`src/rtl/rv_enc_pkg.sv`:
```
// Shared definitions for the RV32I (+MEMCPY) instruction encoder/loader:
// opcode values, instruction formats, loader states and immediate range limits.
package rv_enc_pkg;

    // Opcode values mirror the core's controls.sv TYPE_* macros.
    localparam logic [6:0] OPC_COMP   = 7'b0010011;
    localparam logic [6:0] OPC_LOAD   = 7'b0000011;
    localparam logic [6:0] OPC_JALR   = 7'b1100111;
    localparam logic [6:0] OPC_STORE  = 7'b0100011;
    localparam logic [6:0] OPC_BRANCH = 7'b1100011;
    localparam logic [6:0] OPC_LUI    = 7'b0110111;
    localparam logic [6:0] OPC_AUIPC  = 7'b0010111;
    localparam logic [6:0] OPC_JAL    = 7'b1101111;
    localparam logic [6:0] OPC_MEMCPY = 7'b0001011;
    localparam logic [6:0] OPC_RTYPE  = 7'b0110011;

    typedef enum logic [2:0] {
        FMT_R, FMT_I, FMT_I_SHR, FMT_S, FMT_SB, FMT_U, FMT_UJ, FMT_MEMCPY
    } fmt_e;

    typedef enum logic [1:0] {
        ST_IDLE, ST_ARMED, ST_WRITE
    } state_e;

    localparam int I_MIN      = -2048;
    localparam int I_MAX      = 2047;
    localparam int SB_MIN     = -4096;
    localparam int SB_MAX     = 4094;
    localparam int UJ_MIN     = -(1 << 20);
    localparam int UJ_MAX     = (1 << 20) - 2;
    localparam int SHAMT_MAX  = 31;
    localparam int MEMCPY_MAX = 127;

    function automatic fmt_e opcode_fmt(input logic [6:0] opc, input logic [2:0] f3);
        fmt_e f;
        case (opc)
            OPC_COMP:            f = (f3 == 3'b101) ? FMT_I_SHR : FMT_I;
            OPC_LOAD, OPC_JALR:  f = FMT_I;
            OPC_STORE:           f = FMT_S;
            OPC_BRANCH:          f = FMT_SB;
            OPC_LUI, OPC_AUIPC:  f = FMT_U;
            OPC_JAL:             f = FMT_UJ;
            OPC_MEMCPY:          f = FMT_MEMCPY;
            default:             f = FMT_R;
        endcase
        return f;
    endfunction

endpackage

```
`src/rtl/inst_pack.sv`:
```
// Combinational field packer: decoded fields -> 32-bit instruction word plus an
// immediate-legality flag. Range checking is compiled in with IMM_RANGE_CHECK_EN.
module inst_pack
    import rv_enc_pkg::*;
(
    input  logic [6:0]  opcode,
    input  logic [4:0]  rd,
    input  logic [4:0]  rs1,
    input  logic [4:0]  rs2,
    input  logic [2:0]  func3,
    input  logic [6:0]  func7,
    input  logic [31:0] imm,
    output logic [31:0] word,
    output logic        imm_ok
);

    fmt_e fmt;
    assign fmt = opcode_fmt(opcode, func3);

    // Start from the R layout and overwrite only the bits that carry the immediate.
    always_comb begin
        word = {func7, rs2, rs1, func3, rd, opcode};
        case (fmt)
            FMT_I:      word[31:20] = imm[11:0];
            FMT_I_SHR:  word[24:20] = imm[4:0];
            FMT_S: begin
                word[31:25] = imm[11:5];
                word[11:7]  = imm[4:0];
            end
            FMT_SB: begin
                word[31]    = imm[12];
                word[30:25] = imm[10:5];
                word[11:8]  = imm[4:1];
                word[7]     = imm[11];
            end
            FMT_U:      word[31:12] = imm[31:12];
            FMT_UJ: begin
                word[31]    = imm[20];
                word[30:21] = imm[10:1];
                word[20]    = imm[11];
                word[19:12] = imm[19:12];
            end
            FMT_MEMCPY: word[31:25] = imm[6:0];
            default: ;
        endcase
    end

`ifdef IMM_RANGE_CHECK_EN
    logic signed [31:0] simm;
    assign simm = $signed(imm);

    always_comb begin
        imm_ok = 1'b1;
        case (fmt)
            FMT_I, FMT_S: imm_ok = (simm >= I_MIN) && (simm <= I_MAX);
            FMT_I_SHR:    imm_ok = (simm >= 0) && (simm <= SHAMT_MAX);
            FMT_SB:       imm_ok = (simm >= SB_MIN) && (simm <= SB_MAX) && !imm[0];
            FMT_UJ:       imm_ok = (simm >= UJ_MIN) && (simm <= UJ_MAX) && !imm[0];
            FMT_U:        imm_ok = (imm[11:0] == 12'd0);
            FMT_MEMCPY:   imm_ok = (simm >= 0) && (simm <= MEMCPY_MAX);
            default:      imm_ok = 1'b1;
        endcase
    end
`else
    assign imm_ok = 1'b1;
`endif

endmodule

```
`src/rtl/inst_encoder_loader.sv`:
```
// Program loader: encodes field bundles and writes them to instruction memory at
// incrementing addresses. Optional immediate checking via IMM_RANGE_CHECK_EN.
module inst_encoder_loader
    import rv_enc_pkg::*;
#(
    parameter int ADDR_W = 8,
    parameter int DEPTH  = 256
) (
    input  logic              clk,
    input  logic              reset,
    input  logic              load_start,
    input  logic              load_done,
    input  logic [ADDR_W-1:0] start_addr,
    input  logic              req_valid,
    output logic              req_ready,
    input  logic [6:0]        req_opcode,
    input  logic [4:0]        req_rd,
    input  logic [4:0]        req_rs1,
    input  logic [4:0]        req_rs2,
    input  logic [2:0]        req_func3,
    input  logic [6:0]        req_func7,
    input  logic [31:0]       req_imm,
    output logic              imem_we,
    output logic [ADDR_W-1:0] imem_addr,
    output logic [31:0]       imem_wdata,
    output logic              busy,
    output logic [ADDR_W:0]   count,
    output logic              full,
    output logic              imm_err,
    output state_e            dbg_state
);

    localparam logic [ADDR_W-1:0] LAST_ADDR = ADDR_W'(DEPTH - 1);

    state_e      state, state_nxt;
    logic [31:0] word;
    logic        imm_ok;
    logic        accept;

    inst_pack u_pack (
        .opcode (req_opcode),
        .rd     (req_rd),
        .rs1    (req_rs1),
        .rs2    (req_rs2),
        .func3  (req_func3),
        .func7  (req_func7),
        .imm    (req_imm),
        .word   (word),
        .imm_ok (imm_ok)
    );

    // Handshake: a bundle transfers on a rising edge where req_valid && req_ready;
    // req_ready drops while load_done is high so end-of-program always wins.
    assign req_ready = (state == ST_ARMED) && !load_done;
    assign accept    = req_valid && req_ready;
    assign imem_we   = (state == ST_WRITE);
    assign busy      = (state != ST_IDLE);
    assign dbg_state = state;

    always_comb begin
        state_nxt = state;
        case (state)
            ST_IDLE:  if (load_start) state_nxt = ST_ARMED;
            ST_ARMED: begin
                if (load_done)             state_nxt = ST_IDLE;
                else if (accept && imm_ok) state_nxt = ST_WRITE;
            end
            ST_WRITE: state_nxt = (imem_addr == LAST_ADDR) ? ST_IDLE : ST_ARMED;
            default:  state_nxt = ST_IDLE;
        endcase
    end

    always_ff @(posedge clk) begin
        if (reset) begin
            state      <= ST_IDLE;
            imem_addr  <= '0;
            imem_wdata <= '0;
            count      <= '0;
            full       <= 1'b0;
        end else begin
            state <= state_nxt;
            if (state == ST_IDLE && load_start) begin
                imem_addr <= start_addr;
                count     <= '0;
                full      <= 1'b0;
            end
            if (accept && imm_ok) imem_wdata <= word;
            if (state == ST_WRITE) begin
                imem_addr <= imem_addr + 1'b1;
                count     <= count + 1'b1;
                if (imem_addr == LAST_ADDR) full <= 1'b1;
            end
        end
    end

`ifdef IMM_RANGE_CHECK_EN
    always_ff @(posedge clk) begin
        if (reset)                                  imm_err <= 1'b0;
        else if (state == ST_IDLE && load_start)    imm_err <= 1'b0;
        else if (accept && !imm_ok)                 imm_err <= 1'b1;
    end
`else
    assign imm_err = 1'b0;
`endif

endmodule

```
`config.mk`:
```
export PLATFORM = sky130hd
export DESIGN_NAME = inst_encoder_loader
export DESIGN_NICKNAME = d
export VERILOG_FILES = /design/src/rtl/rv_enc_pkg.sv /design/src/rtl/inst_pack.sv /design/src/rtl/inst_encoder_loader.sv
export SDC_FILE = /design/constraint.sdc
export NUM_CORES = 1
export LEC_CHECK = 0
export CAP_MARGIN = 20
export CORE_UTILIZATION = 29
export CTS_BUF_LIST = sky130_fd_sc_hd__clkbuf_4 sky130_fd_sc_hd__clkbuf_8
export CTS_CLUSTER_DIAMETER = 50
export DETAILED_ROUTE_END_ITERATION = 7
export HOLD_SLACK_MARGIN = 0.03
export REMOVE_ABC_BUFFERS = 1
export SYNTH_ARGS = -nofsm -noshare
export SYNTH_HDL_FRONTEND = slang
export SYNTH_SLANG_ARGS = --single-unit
export TNS_END_PERCENT = 100
```
`constraint.sdc`:
```
create_clock -name clk -period 2.19 [get_ports clk]
set_input_delay 0.3285 -clock clk [delete_from_list [all_inputs] [get_ports clk]]
set_output_delay 0.3285 -clock clk [all_outputs]
set_load 0.02 [all_outputs]
```
=== Yosys cells after proc, flatten, opt, wreduce, memory -nomap -nowiden ===
Index checks and enable logic that the tools add are counted.

* Equal/unequal tests: 22
* Add/sub/neg operators: 2
* Muxes and demuxes: 18
* Reductions and logical operators: 13

{| class="wikitable"
|+ Operators with widths
! kind !! count
|-
| $pmux 7 s5 || 1
|-
| $mux 8 || 3
|-
| $eq 7x7->1 const B || 3
|-
| $pmux 3 s7 || 1
|-
| $mux 9 || 2
|-
| $eq 3x3->1 const B || 5
|-
| $pmux 5 s3 || 1
|-
| $eq 7x5->1 const B || 2
|-
| $eq 7x6->1 const B || 2
|-
| $pmux 5 s2 || 1
|-
| $reduce_or 2->1 || 5
|-
| $add 9x1->9 const B || 1
|-
| $add 8x1->8 const B || 1
|-
| $eq 8x8->1 const B || 1
|-
| $mux 2 || 4
|-
| $eq 7x2->1 const B || 1
|-
| $eq 7x4->1 const B || 1
|-
| $eq 3x2->1 const B || 2
|-
| $pmux 2 s3 || 1
|-
| $mux 1 || 4
|-
| $reduce_bool 2->1 || 2
|-
| $eq 3x1->1 const B || 1
|-
| $logic_and 1x1->1 || 3
|-
| $ne 3x3->1 const B || 1
|-
| other kinds (6) || 6
|}

* Register bits: 52
* Output and inout port bits: 56

=== Depth between registers and ports, before layout ===
Gate-level depths: netlist (run 1).

* Word-level depth: 6
* Gate-level depth with buffers: 9
* Mapped depth without buffers: 6

=== Hierarchy ===
Synthesis (run 1) repeated with hierarchy kept, for this count alone.

* Cells, all modules: 397
* Area total of the unflattened synthesis: 3280.6 µm²

{| class="wikitable"
|+ Modules (own cells, without submodules)
! module !! area each (µm²) !! cells an instance !! seq. area each (µm²) !! instances
|-
| inst_encoder_loader || 2402.3 || 277 || 1041.0 || 1
|-
| inst_pack || 878.3 || 120 || 0.0 || 1
|}

=== Least setup slack after synthesis (run 1) ===
Ideal clock, no wire load.

* Path kind: register to register
* From: register state[0] (netlist: dbg_state[0])
* To: register imem_wdata[20]
* Data arrival time: 2.169 ns
* Cell stages (with the launch flop): 7
* Library setup time: 0.091 ns
* Period minus slack after synthesis: 2.260 ns
* Slack: -0.070 ns
* Path through: dfxtp_1 nor3b_1 and2_1 clkbuf_1 clkbuf_1 nor2_1 a311oi_1

* Word-level cells in the longest chain between the ends: 3

{| class="wikitable"
|+ RTL lines
! what !! line !! source
|-
| start, declared || inst_encoder_loader.sv:35 || <nowiki>state_e state, state_nxt;</nowiki>
|-
| start signal, assigned || inst_encoder_loader.sv:81 || <nowiki>state <= state_nxt;</nowiki>
|-
| $eq 2x1->1 || inst_encoder_loader.sv:54 || <nowiki>assign req_ready = (state == ST_ARMED) && !load_done;</nowiki>
|-
| $logic_and 1x1->1 || inst_encoder_loader.sv:54 ||
|-
| named net req_ready || inst_encoder_loader.sv:15 || <nowiki>output logic req_ready,</nowiki>
|-
| $logic_and 1x1->1 || inst_encoder_loader.sv:55 || <nowiki>assign accept = req_valid && req_ready;</nowiki>
|-
| end signal, assigned || inst_encoder_loader.sv:87 || <nowiki>if (accept && imm_ok) imem_wdata <= word;</nowiki>
|-
| end, declared || inst_encoder_loader.sv:25 || <nowiki>output logic [31:0] imem_wdata,</nowiki>
|}

The timed path passes the listed nets, and every way through them passes these cells.
A chain may end at the register's enable or synchronous reset.

=== Worst setup path after layout (run 1) ===
* From: input req_opcode[6]
* To: register imem_wdata[26]

* Word-level cells in the longest chain between the ends: 6
* Elaborated cells on any way between the ends: 20

{| class="wikitable"
|+ RTL lines
! what !! line !! source
|-
| start, declared || inst_encoder_loader.sv:16 || <nowiki>input logic [6:0] req_opcode,</nowiki>
|-
| $eq 7x6->1, or another cell as far along || rv_enc_pkg.sv:36 || <nowiki>case (opc)</nowiki>
|-
| $reduce_or 2->1 || rv_enc_pkg.sv:36 ||
|-
| $pmux 3 s7 * || rv_enc_pkg.sv:36 ||
|-
| $eq 3x1->1 / $eq 3x2->1 (equally long branches) || inst_pack.sv:23 || <nowiki>case (fmt)</nowiki>
|-
| $reduce_or 2->1 (no line) || - ||
|-
| $pmux 7 s5 * || inst_pack.sv:23 ||
|}

Mark *: on every way between the ends. The rest lies on a longest branch, timed or not.

==> flow_summary.toml, run 1 <==
[logic_synthesis]
seq_area_frac_synth_pct = 36.9
async_reset_ff_share_pct = 0
synth_commonest_cells = "dfxtp_1 (52), nor2_1 (44), nand2_1 (34)"
synth-warning-count = 0
synth_area_leader_cell = "dfxtp_1"
synthTopCellsByArea = "dfxtp_1 (37%), nor2_1 (5.9%), mux2i_1 (4.6%)"
synth_top_cell_area_share_pct = 36.9
ys.flop_type = "dfxtp_1"
synth_cell_types = 54
syn_inst = 342
synth_edf_count = 0
yosysMostFrequentCell = "dfxtp_1"
synth_seq_cells = 52
syn-cell-area_um2 = 2820
synth_area_per_cell_um2 = 8.24

[worst_setup_path]
crit_path_frequent_cell = "buf_4"
required_ps = 2390
path_delay_family = "buffers and inverters"
critPathArrivalTime_ps = 2240
critPathKind = "in2reg"
cp_num_buf_inv = 3
crit_fanout = 8
endpoint_kind = "flop"
start_kind = "primary input"
slowest_delay_ps = 520
cp_cell_sequence = "clkdlybuf4s50_1, buf_4, nor3_4, o21ai_0, a311oi_2, buf_4, nor3_1, a311o_1"
crit_path_top_delay_cell = "clkdlybuf4s50_1"

[global_route]
grt_usage_pct = 18.4
gr-total-overflow = 0
grt_pass1_wl_um = 14700
antenna_found_initial = 0
grt_max_degree = 30
grt_pass1_vias = 3009

[finish]
fin_cells = 620
area_growth_pct = 61.1
n_fill_cell = 909
final_util_pct = 48.7
final_nets = 569
layout-drive-gt1-share_pct = 12.4
num_antenna_cells = 0

[sta]
skew_ps = 6.95
max_freq_ghz = 0.491
hold_viol = 0
maxSlewViolCount = 0
finalCriticalPeriod_ps = 2040
rsz0062_at_grt = "false"
min_period_over_period_pct = 93.0
setup_viol = 0
whs_ps = 411

[routing]
detailedRoute.firstIterationViolations = 119
viasPerCell = 5.05
drc = 0
first_pass_iters = 4
drt-total-wl_um = 9300
drtAntennaViolNets = 0
num_vias = 3134
wl_per_cell_um = 15.0

[power_and_ir_drop]
p_per_area_nw_per_um2 = 448
p_leak_nw = 1.72
peakVddDrop_mv = 0.249
finalPower_w = 0.00203

[run_status]
status = "finished clean"

[die]
die_area_um2 = 10100
die_x_um = 101
start_util_pct = 30.2
die_h_um = 101
core_area_um2 = 9330
rows = 35
io_pins = 133

[clock_tree]
cts_num_sinks = 52
ctsResizeCount = 0
numCtsBuffers = 5
cts_hold_buf = 0
cts_buffer_depth = 2
post_cts_buffers = 0
path_clk_slew_ps = 100
clock_latency_ps = 310
cts.htree.levels = 2
cts_tree = "yes"
clock_tree.root_cell = "clkbuf_8"

[placement]
gp_congestion = 0.915
io_buffers = 131
post-dp-hpwl_um = 7250
numPlacedInstances = 612

[hold_path]
hp-class = "in2reg"

[run]
maxCapViolations = 0
where the power goes:
part           total [W]  internal [W]  switching, W  leakage (nW)
Sequential      0.000999      0.000975     0.0000245         0.422
Combinational   0.000470      0.000266      0.000204          1.25
Clock           0.000564      0.000224      0.000340        0.0479
Total            0.00203       0.00146      0.000568          1.72
through the flow:
step	setup WS (ps)	TNS [ps]	cell area [um2]
after global placement	-128	-754	4450
after detailed placement	-171	-1330	4450
after CTS	96.8	0	4540
after global routing	26.8	0	4540
final	153	0	4540
after floorplan	-431	-8420	2670
final timing paths:
| check | startpoint | end | slack (ps) | cells after the start |
|---|---|---|---|---|
| worst max-delay path | req_opcode[6] | imem_wdata[26]$_SDFFE_PP0P_ | 150 | 8 |
| worst min-delay path | reset | dbg_state[1]$_SDFFE_PP0P_ | 410 | 2 |
| worst max register to register | dbg_state[0]$_SDFFE_PP0P_ | imem_wdata[31]$_SDFFE_PP0P_ | 500 | 7 |
| worst min register to register | full$_SDFF_PP0_ | full$_SDFF_PP0_ | 460 | 2 |
cells in the final DEF, fill, tap and decap left out, drive strengths merged, types with 2 or more instances in the layout:
cell,count
clkbuf,5
nor3,4
and4b,2
o311ai,4
a311o,2
dfxtp,52
nand2,34
a21oi,15
clkdlybuf4s50,129
nand3b,12
or3,2
nor3b,6
o211ai,10
buf,39
and3,6
a222oi,5
and2,5
o21ai,12
a221o,2
or2,4
ha,2
nand3,14
nand2b,2
a221oi,7
nor2,44
inv,7
and3b,3
a31oi,2
mux2i,13
nor2b,2
nand4,6
clkinv,4
a311oi,3
a211oi,17
mux2,3
routing by layer:
| metal | up-vias | GRT usage [%] | routed length (um) |
|---|---|---|---|
| met5 | - | 0 | 0 |
| met2 | 139 | 30.3 | 4170 |
| met3 | 11 | 4.72 | 804 |
| met4 | 0 | 4.91 | 129 |
| li1 | 1559 | - | - |
| met1 | 1425 | 23.9 | 4190 |
final cells by class:
type	instances	area, um2	area share [%]
repair buffers	169	1620	35.7
inverters	8	30.0	0.662
well taps	129	161	3.56
multi-input cells	254	1600	35.2
flip-flops and latches	52	1040	22.9
clock buffers	5	68.8	1.52
clock inverters	3	18.8	0.414
logic make-up (layout without fill, tap and decap cells):
group,Yosys count,in the layout,share of synthesized area (%)
fa+ha+maj,2,2,0.888
compound gates,87,87,22.7
simple gates,148,148,27.2
buf+inv,36,185,6.31
other cells,1,1,0.133
mux,16,16,5.82
flops,52,52,36.9
flip-flops by register name (all words and copies together) (netlist names):
| signal | cells |
|---|---|
| count | 9 |
| dbg_state | 2 |
| full | 1 |
| imem_addr | 8 |
| imem_wdata | 32 |
No activity file was read; power rests on OpenSTA's default activity.
==> run 2, diff against run 1 <==
GPL_TIMING_DRIVEN = 0   (was not set)
SLEW_MARGIN = 20   (was not set)
==> flow_summary.toml, run 2 (synthesis gave the netlist of run 1 again) <==
[die]
start_util_pct = 30.2
die_area_um2 = 10100
io_pins = 133
rows = 35
die_x_um = 101
die_h_um = 101
core_area_um2 = 9330

[power_and_ir_drop]
p_leak_nw = 1.61
seq_power_share_pct = 42.8
netSwitchingFraction_pct = 23.4
peakVddDrop_mv = 0.238
switchingPower_w = 0.000546
clock_power_share_pct = 38.3
p_per_area_nw_per_um2 = 529
pwr-share-comb_pct = 18.9
internal_power_w = 0.00179

[hold_path]
hp-start = "full$_SDFF_PP0_"
hp-class = "reg2reg"

[sta]
rsz0062_at_grt = "false"
min_period_over_period_pct = 96.8
finalCriticalPeriod_ps = 2120
max_freq_ghz = 0.471
tightest_slew_ps = 689
setup_tns_ps = 0
maxSlewHeadroom_pct = 53.9
hold_viol = 0
skew_ps = 4.87
setup_viol = 0
maxSlewViolCount = 0

[worst_setup_path]
critPathArrivalTime_ps = 2320
path_delay_family = "simple AND/OR/NAND/NOR gates"
crit_path_top_delay_cell = "clkdlybuf4s50_1"
crit_path_start = "req_opcode[1]"
endpoint_kind = "flop"
crit_fanout = 14
cp_cell_sequence = "clkdlybuf4s50_1, and3b_1, and2_4, nor3b_1, a221o_1, a311o_1"
timing.rr.start = "dbg_state[0]$_SDFFE_PP0P_"
critPathKind = "in2reg"
slowest_delay_ps = 600
start_kind = "primary input"
cp_num_buf_inv = 1
required_ps = 2390

[finish]
layout_common_cells = "clkdlybuf4s50_1 (125), dfxtp_1 (51), nor2_1 (43), nand2_1 (33), a211oi_1 (17)"
fin_cells = 590
top_register = "imem_wdata"
final_cell_area_um2 = 4420
final_nets = 539
final_util_pct = 47.3
layout_commonest_cell = "clkdlybuf4s50_1"
largestRegisters = "imem_wdata: 32 flops, count: 9 flops, imem_addr: 8 flops"
largest_reg_flops = 32
num_antenna_cells = 0
multiInputGateArea_um2 = 1630
n_fill_cell = 923
seq_area_um2 = 1040
layout-drive-gt1-share_pct = 8.89
area_growth_pct = 56.7

[routing]
wl_per_cell_um = 15.2
detailedRoute.firstIterationViolations = 110
drtAntennaViolNets = 0
drc = 0
drt-total-wl_um = 8970
viasPerCell = 5.11
first_pass_iters = 4
num_vias = 3017

[global_route]
grt_pass1_vias = 2902
grt_usage_pct = 17.9
antenna_found_initial = 0
grt_pass1_wl_um = 14300
gr-total-overflow = 0
grt_max_degree = 40

[clock_tree]
clock_tree.root_cell = "clkbuf_8"
cts_hold_buf = 0
clock_latency_ps = 310
cts_tree = "yes"
cts_num_sinks = 52
path_clk_slew_ps = 100
numCtsBuffers = 5
cts_buffer_depth = 2
cts.htree.levels = 2

[placement]
io_buffers = 131
placed_area_um2 = 4190
numPlacedInstances = 576
gp_congestion = 0.823
post-dp-hpwl_um = 6740

[run]
maxCapViolations = 0

[run_status]
status = "finished clean"
## run 2: stage by stage
stage | power (W) | worst slack [ps] | hold WS [ps]
CTS | 0.00236 | 3.11 | 458
global route | 0.00244 | 2.30 | 487
global placement | 0.00145 | -1130 | 442
floorplan | 0.00118 | -431 | 398
finish | 0.00233 | 69.1 | 454
detailed placement | 0.00146 | -672 | 444
## run 2: power groups by stage
| stage | registers, W | clock network [W] | logic, W |
|---|---|---|---|
| final | 0.000999 | 0.000895 | 0.000441 |
| after global placement | 0.00102 | 0 | 0.000428 |
| after floorplan | 0.00105 | 0 | 0.000126 |
| after CTS | 0.000999 | 0.000925 | 0.000438 |
| after detailed placement | 0.00102 | 0 | 0.000435 |
| after global routing | 0.00100 | 0.000962 | 0.000476 |
## run 2: routing by layer
layer,share of wire (%),vias to the layer above,global-route usage [%]
met5,0,-,0
met4,1.4,0,4.79
met3,7.7,11,4.58
met2,45,128,29.7
met1,45,1383,23.0
li1,-,1495,-
## run 2: repair_timing
item	CTS	global route
pin swaps	1	2
gates resized for setup	13	4
buffers inserted	2	3
gates cloned	0	1
setup endpoints to repair	14	9
## run 2: worst paths after layout
path	to	slack, ps	cells past startpoint
max	imem_wdata[26]$_SDFFE_PP0P_	70	6
min	full$_SDFF_PP0_	450	2
max reg2reg	imem_wdata[28]$_SDFFE_PP0P_	320	5
min reg2reg	full$_SDFF_PP0_	450	2
## run 2: cell type report
class / instances / share of cell area [%]
Tap cell: 129 / 3.66
Multi-Input combinational cell: 255 / 37.0
Clock buffer: 5 / 1.56
Sequential cell: 52 / 23.6
Timing Repair Buffer: 138 / 31.5
Clock inverter: 3 / 2.04
Inverter: 8 / 0.708
## run 2: tightest hold or removal path, delay by kind of cell (launching register included)
family	cells	cell delay, ps
DFF	1	320
and+or+nand+nor	1	50
AOI/OAI and AO/OA	1	50
==> run 3, diff against run 2 <==
SETUP_SLACK_MARGIN = 0.4   (was not set)
clock period = 2.65 ns   (was 2.19 ns; I/O delays follow)
==> flow_summary.toml, run 3 (synthesis gave the netlist of run 1 again) <==
[run_status]
status = "finished clean"

[global_route]
grt_pass1_wl_um = 14300
antenna_found_initial = 0
grt_pass1_vias = 2904
grt_max_degree = 40
gr-total-overflow = 0
grt_usage_pct = 17.9

[die]
die_x_um = 101
start_util_pct = 30.2
core_area_um2 = 9330
die_area_um2 = 10100
die_h_um = 101
io_pins = 133
rows = 35

[worst_setup_path]
critPathArrivalTime_ps = 2380
critPathKind = "in2reg"
crit_path_top_delay_cell = "clkdlybuf4s50_1"
cp_cell_sequence = "clkdlybuf4s50_1, and3b_1, and2_4, nor3b_1, a221o_1, a311o_1"
timing.rr.start = "dbg_state[0]$_SDFFE_PP0P_"
crit_fanout = 14
regToRegSetupSlack_ps = 790
start_kind = "primary input"
slowest_delay_ps = 590
r2r_cells = 5
endpoint_kind = "flop"
required_ps = 2850
r2r-end = "imem_wdata[28]$_SDFFE_PP0P_"

[finish]
area_growth_pct = 56.7
largestRegisters = "imem_wdata: 32 flops, count: 9 flops, imem_addr: 8 flops"
layout_commonest_cell = "clkdlybuf4s50_1"
largest_reg_flops = 32
final_nets = 537
fin_cells = 588
layout_common_cells = "clkdlybuf4s50_1 (124), dfxtp_1 (51), nor2_1 (43), nand2_1 (33), a211oi_1 (17)"
num_antenna_cells = 0
layout-drive-gt1-share_pct = 8.50
top_register = "imem_wdata"

[sta]
maxSlewViolCount = 0
hold_viol = 0
finalCriticalPeriod_ps = 2170
rsz0062_at_grt = "false"
skew_ps = 4.63
maxSlewHeadroom_pct = 55.7
whs_ps = 455
min_period_over_period_pct = 82.1
setup_viol = 0
tightest_slew_ps = 663
max_freq_ghz = 0.460

[run]
maxCapViolations = 0

[clock_tree]
path_clk_slew_ps = 100
clock_tree.root_cell = "clkbuf_8"
cts_num_sinks = 52
clock_latency_ps = 310
cts_tree = "yes"
cts.htree.levels = 2
numCtsBuffers = 5
cts_buffer_depth = 2
cts_hold_buf = 0

[placement]
io_buffers = 131
post-dp-hpwl_um = 6740
gp_congestion = 0.823
numPlacedInstances = 576

[routing]
wl_per_cell_um = 15.2
first_pass_iters = 5
viasPerCell = 5.11
num_vias = 3007
drtAntennaViolNets = 0
detailedRoute.firstIterationViolations = 119
drc = 0
drt-total-wl_um = 8970

[power_and_ir_drop]
p_per_area_nw_per_um2 = 437
peakVddDrop_mv = 0.196
netSwitchingFraction_pct = 23.4
pwr-share-comb_pct = 18.9
internal_power_w = 0.00148
clock_power_share_pct = 38.4
p_leak_nw = 1.62
seq_power_share_pct = 42.8
switchingPower_w = 0.000452

[hold_path]
hp-class = "reg2reg"
hp-start = "full$_SDFF_PP0_"
hold-path-cell-count = 2
hold_end = "full$_SDFF_PP0_"
[run 3: cell types whose count changed in the layout (fill, tap and decap cells not counted), sizes merged]
cell and delta:
buf -2, clkdlybuf4s50 -1, dlymetal6s2s +1
[run 3: critical path, delay by kind of cell]
family | cells | cell delay [ps]
AO/OA/AOI/OAI | 2 | 630
buffers and inverters | 1 | 590
AND/OR/NAND/NOR | 3 | 750
[run 3: layout make-up]
cell class | count | area [um2]
sequential | 52 | 1040
fill | 920 | 4910
tap | 129 | 161
clock buffer | 5 | 68.8
clock inverter | 3 | 90.1
inverter | 8 | 31.3
timing repair buffer | 136 | 1390
multi-input combinational | 255 | 1630
[run 3: power groups by stage]
stage | clock (W) | combinational, W | sequential (W)
after floorplan | 0 | 0.000104 | 0.000869
after global placement | 0 | 0.000354 | 0.000842
after detailed placement | 0 | 0.000360 | 0.000843
after CTS | 0.000764 | 0.000361 | 0.000825
after global routing | 0.000795 | 0.000393 | 0.000830
final | 0.000740 | 0.000364 | 0.000826
[run 3: routing by layer]
metal  GRT usage (%)  up-vias  routed length (um)
met5               0        -                   0
met4            4.91        0                  87
met3            4.58        7                 631
met2            29.6      120                4130
met1            23.0     1392                4120
li1                -     1488                   -
[run 3: metrics by stage]
stage	utilization [%]	power, W	worst slack [ps]	cell area (um2)	setup TNS, ps
after floorplan	-	0.000973	28.9	2670	0
after global placement	44.4	0.00120	-737	4140	-13700
after detailed placement	44.9	0.00120	-281	4190	-1510
after CTS	46.9	0.00195	336	4370	0
after global routing	47.3	0.00202	401	4420	0
final	47.3	0.00193	476	4420	0
[run 3: worst max path at each step]
stage                                   start                     endpoint  slack, ps  cells after the start
global route                    req_opcode[1]  imem_wdata[25]$_SDFFE_PP0P_        400                      6
floorplan           dbg_state[0]$_SDFFE_PP0P_  imem_wdata[31]$_SDFFE_PP0P_         30                      5
finish                          req_opcode[1]  imem_wdata[26]$_SDFFE_PP0P_        480                      6
global placement                        reset  imem_wdata[26]$_SDFFE_PP0P_       -740                      3
detailed placement              req_opcode[3]  imem_wdata[25]$_SDFFE_PP0P_       -280                      6
CTS                 dbg_state[0]$_SDFFE_PP0P_                      imem_we        340                      3
[run 3: repair_timing]
item,in CTS,in global routing
cloned,0,1
pin swaps,2,2
endpoints found under the setup margin,14,9
buffers inserted,2,1
gates resized for setup,12,6
endpoints found under the hold margin,0,0
